File: config.mk
export PLATFORM = sky130hd
export DESIGN_NAME = pipeline_hazard_ctrl
export DESIGN_NICKNAME = d
export VERILOG_FILES = /design/src/rtl/risc15_pkg.sv /design/src/rtl/lmsm_pri_enc.sv /design/src/rtl/pipeline_hazard_ctrl.sv
export SDC_FILE = /design/constraint.sdc
export NUM_CORES = 1
export LEC_CHECK = 0
export CAP_MARGIN = 40
export CORE_ASPECT_RATIO = 1.1
export CORE_MARGIN = 2
export CORE_UTILIZATION = 46
export CTS_CLUSTER_SIZE = 40
export DETAILED_ROUTE_END_ITERATION = 8
export GPL_TIMING_DRIVEN = 0
export HOLD_SLACK_MARGIN = 0.03
export PLACE_DENSITY = 0.89
export REMOVE_ABC_BUFFERS = 1
export SETUP_SLACK_MARGIN = 0.15
export SKIP_CTS_REPAIR_TIMING = 1
export SLEW_MARGIN = 30
export SYNTH_ARGS = -nofsm -noshare
export SYNTH_HDL_FRONTEND = slang
export SYNTH_SLANG_ARGS = --single-unit
File: constraint.sdc
create_clock -name clk -period 3.1 [get_ports clk]
set_clock_uncertainty 0.05 [all_clocks]
set_input_delay 0.31 -clock clk [delete_from_list [all_inputs] [get_ports clk]]
set_output_delay 0.31 -clock clk [all_outputs]
set_load 0.02 [all_outputs]
File: src/rtl/risc15_pkg.sv
// Shared RISC15 pipeline constants: opcodes, NOP encoding, hazard FSM states.
package risc15_pkg;

  localparam logic [3:0]  OP_LW  = 4'b0100;
  localparam logic [3:0]  OP_LM  = 4'b0110;
  localparam logic [3:0]  OP_SM  = 4'b0111;

  localparam logic [15:0] NOP_IR = 16'hE000;

  localparam logic [0:0]  ST_IDLE = 1'b0;
  localparam logic [0:0]  ST_SEQ  = 1'b1;

  function automatic logic is_lmsm_op(input logic [3:0] op);
    return (op == OP_LM) || (op == OP_SM);
  endfunction

endpackage

File: src/rtl/lmsm_pri_enc.sv
// Lowest-set-bit priority encoder for the LM/SM register bitmask.
module lmsm_pri_enc (
  input  logic [7:0] in_i,
  output logic [2:0] idx_o,
  output logic       any_o
);

  always_comb begin
    idx_o = 3'd0;
    any_o = |in_i;
    // Scan high to low so the lowest set bit is the last assignment.
    for (int i = 7; i >= 0; i--) begin
      if (in_i[i]) idx_o = i[2:0];
    end
  end

endmodule

File: src/rtl/pipeline_hazard_ctrl.sv
// Pipeline hazard control: redirect flush, load-use stall, LM/SM micro-op sequencing
// and a saturating stall counter.
module pipeline_hazard_ctrl
  import risc15_pkg::*;
(
  input  logic        clk,
  input  logic        reset,
  input  logic [15:0] id_ir,
  input  logic        id_valid,
  input  logic [2:0]  rr_src1,
  input  logic [2:0]  rr_src2,
  input  logic        rr_src1_vld,
  input  logic        rr_src2_vld,
  input  logic        ex_is_load,
  input  logic [2:0]  ex_dest,
  input  logic        redirect,
  output logic        pc_write_n,
  output logic        pr1_write_n,
  output logic        pr2_write_n,
  output logic        pr3_write_n,
  output logic        pr4_write_n,
  output logic        pr1_nop,
  output logic        pr2_nop,
  output logic        pr3_nop,
  output logic        seq_valid,
  output logic [2:0]  seq_reg,
  output logic [2:0]  seq_offset,
  output logic [15:0] stall_count
);

  logic [0:0]  state_q, state_d;
  logic [7:0]  mask_q, mask_d;
  logic [2:0]  offset_q, offset_d;
  logic [15:0] stall_cnt_q;

  logic        load_use;
  logic        id_lmsm;
  logic        in_seq;
  logic [7:0]  enc_in;
  logic [7:0]  enc_rem;
  logic [2:0]  enc_idx;
  logic        enc_any;
  logic        unused_ir_bits;

  assign unused_ir_bits = ^id_ir[11:8];

  assign load_use = ex_is_load &
                    ((rr_src1_vld & (rr_src1 == ex_dest)) |
                     (rr_src2_vld & (rr_src2 == ex_dest)));
  assign id_lmsm  = id_valid & is_lmsm_op(id_ir[15:12]);
  assign in_seq   = (state_q == ST_SEQ);

  // In SEQ the decode-stage LM/SM is held, so the encoder works on the latched remainder.
  assign enc_in  = in_seq ? mask_q : id_ir[7:0];
  assign enc_rem = enc_in & ~(8'b1 << enc_idx);

  lmsm_pri_enc u_pri_enc (
    .in_i  (enc_in),
    .idx_o (enc_idx),
    .any_o (enc_any)
  );

  assign pr4_write_n = 1'b0;
  assign stall_count = stall_cnt_q;

  always_comb begin
    pc_write_n  = 1'b0;
    pr1_write_n = 1'b0;
    pr2_write_n = 1'b0;
    pr3_write_n = 1'b0;
    pr1_nop     = 1'b0;
    pr2_nop     = 1'b0;
    pr3_nop     = 1'b0;
    seq_valid   = 1'b0;
    seq_reg     = 3'd0;
    seq_offset  = 3'd0;
    state_d     = state_q;
    mask_d      = mask_q;
    offset_d    = offset_q;

    if (reset) begin
      pr1_nop = 1'b1;
      pr2_nop = 1'b1;
      pr3_nop = 1'b1;
    end else if (redirect) begin
      pr1_nop  = 1'b1;
      pr2_nop  = 1'b1;
      state_d  = ST_IDLE;
      mask_d   = 8'd0;
      offset_d = 3'd0;
    end else if (load_use) begin
      // Sequencer state is frozen; the bubble in pr3 clears the hazard next cycle.
      pc_write_n  = 1'b1;
      pr1_write_n = 1'b1;
      pr2_write_n = 1'b1;
      pr3_nop     = 1'b1;
    end else if (in_seq) begin
      seq_valid  = 1'b1;
      seq_reg    = enc_idx;
      seq_offset = offset_q + 3'd1;
      offset_d   = offset_q + 3'd1;
      mask_d     = enc_rem;
      if (enc_rem != 8'd0) begin
        pc_write_n  = 1'b1;
        pr1_write_n = 1'b1;
      end else begin
        state_d = ST_IDLE;
      end
    end else if (id_lmsm) begin
      if (enc_any) begin
        seq_valid  = 1'b1;
        seq_reg    = enc_idx;
        seq_offset = 3'd0;
        offset_d   = 3'd0;
        if (enc_rem != 8'd0) begin
          mask_d      = enc_rem;
          state_d     = ST_SEQ;
          pc_write_n  = 1'b1;
          pr1_write_n = 1'b1;
        end
      end else begin
        pr2_nop = 1'b1;
      end
    end
  end

  always_ff @(posedge clk) begin
    if (reset) begin
      state_q     <= ST_IDLE;
      mask_q      <= 8'd0;
      offset_q    <= 3'd0;
      stall_cnt_q <= 16'd0;
    end else begin
      state_q  <= state_d;
      mask_q   <= mask_d;
      offset_q <= offset_d;
      if (pc_write_n && (stall_cnt_q != 16'hFFFF)) begin
        stall_cnt_q <= stall_cnt_q + 16'd1;
      end
    end
  end

endmodule

==> results.txt <==
The average instance in the mapped netlist occupies 8.269 um2. The overall power after layout is slightly above 0.8 mW. Setup repair after global routing could not meet its margin everywhere.

The count of TritonRoute iterations in the first routing pass came out at 4. The cell count after placement is 321. The area of placed instances is 2407 um2. The number of global-route vias before repair came out at ~1800. The final cell count without fillers came out at 337.

The maximum buffer depth of the clock tree came out at 2. The instance count along the most critical hold path came out at 2. Counting flops with a built-in enable in the synthesized netlist gives 0. The mapped netlist covers 1861 um2. The initial standard-cell utilization of the core came out at 0.4730. The number of diodes is 0.

The final number of hold-violating endpoints came out at 0. The synthesized design spends more area on one cell type than any other, namely sky130_fd_sc_hd__dfxtp_1. The initial antenna violation count is 0. The final global-route overflow total came out at 0. The first global-routing pass estimated 7838 um of wire. The estimated wirelength of the detail-placed design came out at around 3400 um. The transition at the pin with the smallest max-transition slack is 0.6310 ns. In this run the clock root is driven by a sky130_fd_sc_hd__clkbuf_8. For this design, the sink count on the clock tree is 28.

The post-route antenna net violation count came out at 0. For this run, the total global-route usage over all layers was measured as 0.2094. The number of rows in the core area came out at 24. The count of vias placed by the detailed router came out at between 1500 and 2000. The slowest library cell on the worst path is sky130_fd_sc_hd__dfxtp_4.

The tightest min-delay check is of the reg2reg type. In this run, distinct cell masters in the synthesized netlist total between 50 and 60. The die boundary height came out at a little over 70 um.

The worst path buffer plus inverter count is 4. In this run, CTS created clock tree buffers numbering 3. The logic depth of the worst path, buffers included is 9.

The number of warning messages in the yosys log is 0. The biggest cell delay along the critical path came out at 0.43 ns. The run finished with clean final reports.

The starting DRC count in detailed routing is 123. The maximum ir drop on the vdd rail came out at roughly 0.52 mV. The area enclosed by the die boundary came out at 4570 um2. Pin placement for this block handled 63 I/O pins.

The total count of max-transition violations in the final report was 0. The relative slew slack is 0.5786. Measured along the x axis, the die boundary spans 64.64 um.

The power per standard cell area is 305.9 nW/um2. The area added between synthesis and finish is 43.78%. On the critical path the largest part of the delay comes from compound AO/OA/AOI/OAI gates.

The portion of the post-synthesis area used by sequential elements is 0.3013. The gate count of the mapped netlist came out at 225. The number of register bits inferred by synthesis came out at 28. In the final layout, the share of cells above drive strength 1 is 0.1404. The path depth of the worst reg2reg path is 9. The minimum hold slack came out at 0.4448 ns. The leakage power of the design is 1.023 nW. In the final design database the tool counted 320 nets.

The proportion of register bits with asynchronous set or reset after synthesis is 0. The finished layout cell area came out at around 2700 um2. The average wire length per cell after detail routing came out at 15.09 um.

TritonCTS built the clock tree. The final RePlAce weighted congestion came out at 0.8663. The largest net degree at the start of global routing came out at 23. The post-route DRC violation count is 0. The final number of setup-violating endpoints is 0.

Clock-pin slew was measured on the worst setup and hold paths at approximately 0.10 ns. The clock latency on the worst-skew pair came out at approximately 0.28 ns. The CTS H-tree depth is 1. Dividing the final minimum period by the clock period gives 0.9326. The placeable core area is roughly 4000 um2.

The setup TNS is 0 ns. The critical path data arrival time is ~2.5 ns. The tool flagged a number of max-cap violations equal to 0. The final wirelength is 5085 um. The detail-routed via count per cell is between 5 and 6. The clock period minus final worst setup slack came out at 2.891 ns.

The signal on the critical path passes through buf_6 -> mux2i_4 -> o221ai_1 -> a31oi_1 -> o211ai_1 -> o31ai_4 -> buf_8 -> inv_1 -> dlymetal6s2s_1. The maximum clock rate is 0.3459 GHz. The maximum fanout encountered on the critical timing path came out at 12.

The number of buffer cells added on primary ports is 55. The share of synthesized area in the top cell type comes to 0.3013. The path type of the worst setup path is reg2out. In the synthesized netlist the dominant register cell turns out to be sky130_fd_sc_hd__dfxtp_1. STA classifies the critical path startpoint as a register.

Sorting the synthesized cells by area gives the leading types as sky130_fd_sc_hd__dfxtp_1 (30%), sky130_fd_sc_hd__a21oi_1 (5.1%), sky130_fd_sc_hd__mux2i_1 (4.3%), sky130_fd_sc_hd__nand2_1 (3.4%), sky130_fd_sc_hd__nor2_1 (3.4%). The worst setup path is captured at a primary output. Data on the critical path is required at its endpoint by ~2.7 ns.
-- cell type report --
class                           count  area [um2]
Sequential cell                    28       564.3
Clock buffer                        3       41.29
Inverter                            6       22.52
Tap cell                           52       65.06
Clock inverter                      1       30.03
Fill cell                         318        1259
Timing Repair Buffer               69       701.9
Multi-Input combinational cell    178        1250
-- cells in the mapped netlist, drive strengths merged, types with 3 or more instances --
master	number
a21oi	20
a31oi	3
and3	6
and4	3
buf	11
clkbuf	3
dfxtp	28
inv	6
mux2	3
mux2i	8
nand2	17
nand3	12
nor2	17
nor2b	5
nor3	7
nor3b	3
nor4	4
o21ai	12
o311ai	5
o31ai	4
o41ai	5
or3	7
xnor2	7
-- routing by layer --
metal  wire (um)  track usage  vias to the layer above
li1            -            -                      965
met1        2092       0.2498                      933
met2        2727       0.3889                       69
met3         248      0.04134                        2
met4          17      0.04019                        0
met5           0            0                        -
-- registers in the layout (all words and copies together) (netlist names) --
register     flops
in_seq           1
offset_q         3
mask_q           8
stall_count     16
-- report_power, final --
| part | internal [mW] | switching (mW) |
|---|---|---|
| combinational | 0.0796 | 0.0791 |
| sequential | 0.361 | 0.00362 |
| clock | 0.173 | 0.122 |
| total | 0.614 | 0.204 |
-- through the flow --
stage          utilization  worst slack (ns)
6_report            0.6800            0.2090
5_1_grt             0.6800            0.1005
4_1_cts             0.6301           -0.7893
3_5_place_dp        0.6120           -0.4376
3_3_place_gp        0.6031            -1.389
2_1_floorplan            -           -0.5084
-- path summary, 6_finish.rpt --
| path | slack [ns] | from | end |
|---|---|---|---|
| worst max register to register | 0.35 | in_seq | mask_q[6] |
| worst max-delay path | 0.21 | in_seq | pc_write_n |
| worst min register to register | 0.44 | offset_q[1] | offset_q[1] |
| worst min-delay path | 0.44 | offset_q[1] | offset_q[1] |
-- worst register-to-register path, cell delays in order, from the launching register on --
cell and delay (ns):
sky130_fd_sc_hd__dfxtp_4 0.43, sky130_fd_sc_hd__buf_6 0.20, sky130_fd_sc_hd__mux2i_2 0.30, sky130_fd_sc_hd__o21a_1 0.17
sky130_fd_sc_hd__a21oi_2 0.08, sky130_fd_sc_hd__o211ai_1 0.37, sky130_fd_sc_hd__o311ai_2 0.19, sky130_fd_sc_hd__clkbuf_4 0.23
sky130_fd_sc_hd__or4b_1 0.49, sky130_fd_sc_hd__a21oi_1 0.16
-- placed cells by master, fill, tap and decap left out, types with 5 or more instances in the layout --
master / n
sky130_fd_sc_hd__clkdlybuf4s50_1: 48
sky130_fd_sc_hd__and3_1: 6
sky130_fd_sc_hd__buf_4: 10
sky130_fd_sc_hd__nor3_1: 5
sky130_fd_sc_hd__or3_1: 7
sky130_fd_sc_hd__xnor2_1: 7
sky130_fd_sc_hd__mux2i_1: 6
sky130_fd_sc_hd__dlymetal6s2s_1: 7
sky130_fd_sc_hd__nand2_1: 16
sky130_fd_sc_hd__nand3_1: 11
sky130_fd_sc_hd__o21ai_0: 10
sky130_fd_sc_hd__nor2_1: 17
sky130_fd_sc_hd__a21oi_1: 18
sky130_fd_sc_hd__dfxtp_1: 27
sky130_fd_sc_hd__nor2b_1: 5
sky130_fd_sc_hd__inv_1: 6
-- cell families (layout without fill, tap and decap cells) --
kind of cell,Yosys count,after routing,share of synthesized area
flops,28,28,0.3013
compound gates,64,64,0.2434
fa+ha+maj,2,2,0.01345
xor+xnor,7,7,0.03295
other cells,1,2,0.002016
mux,11,11,0.06120
simple gates,92,92,0.2757
buf+inv,20,79,0.06993
Note: power is estimated with default switching activity, not from simulation.
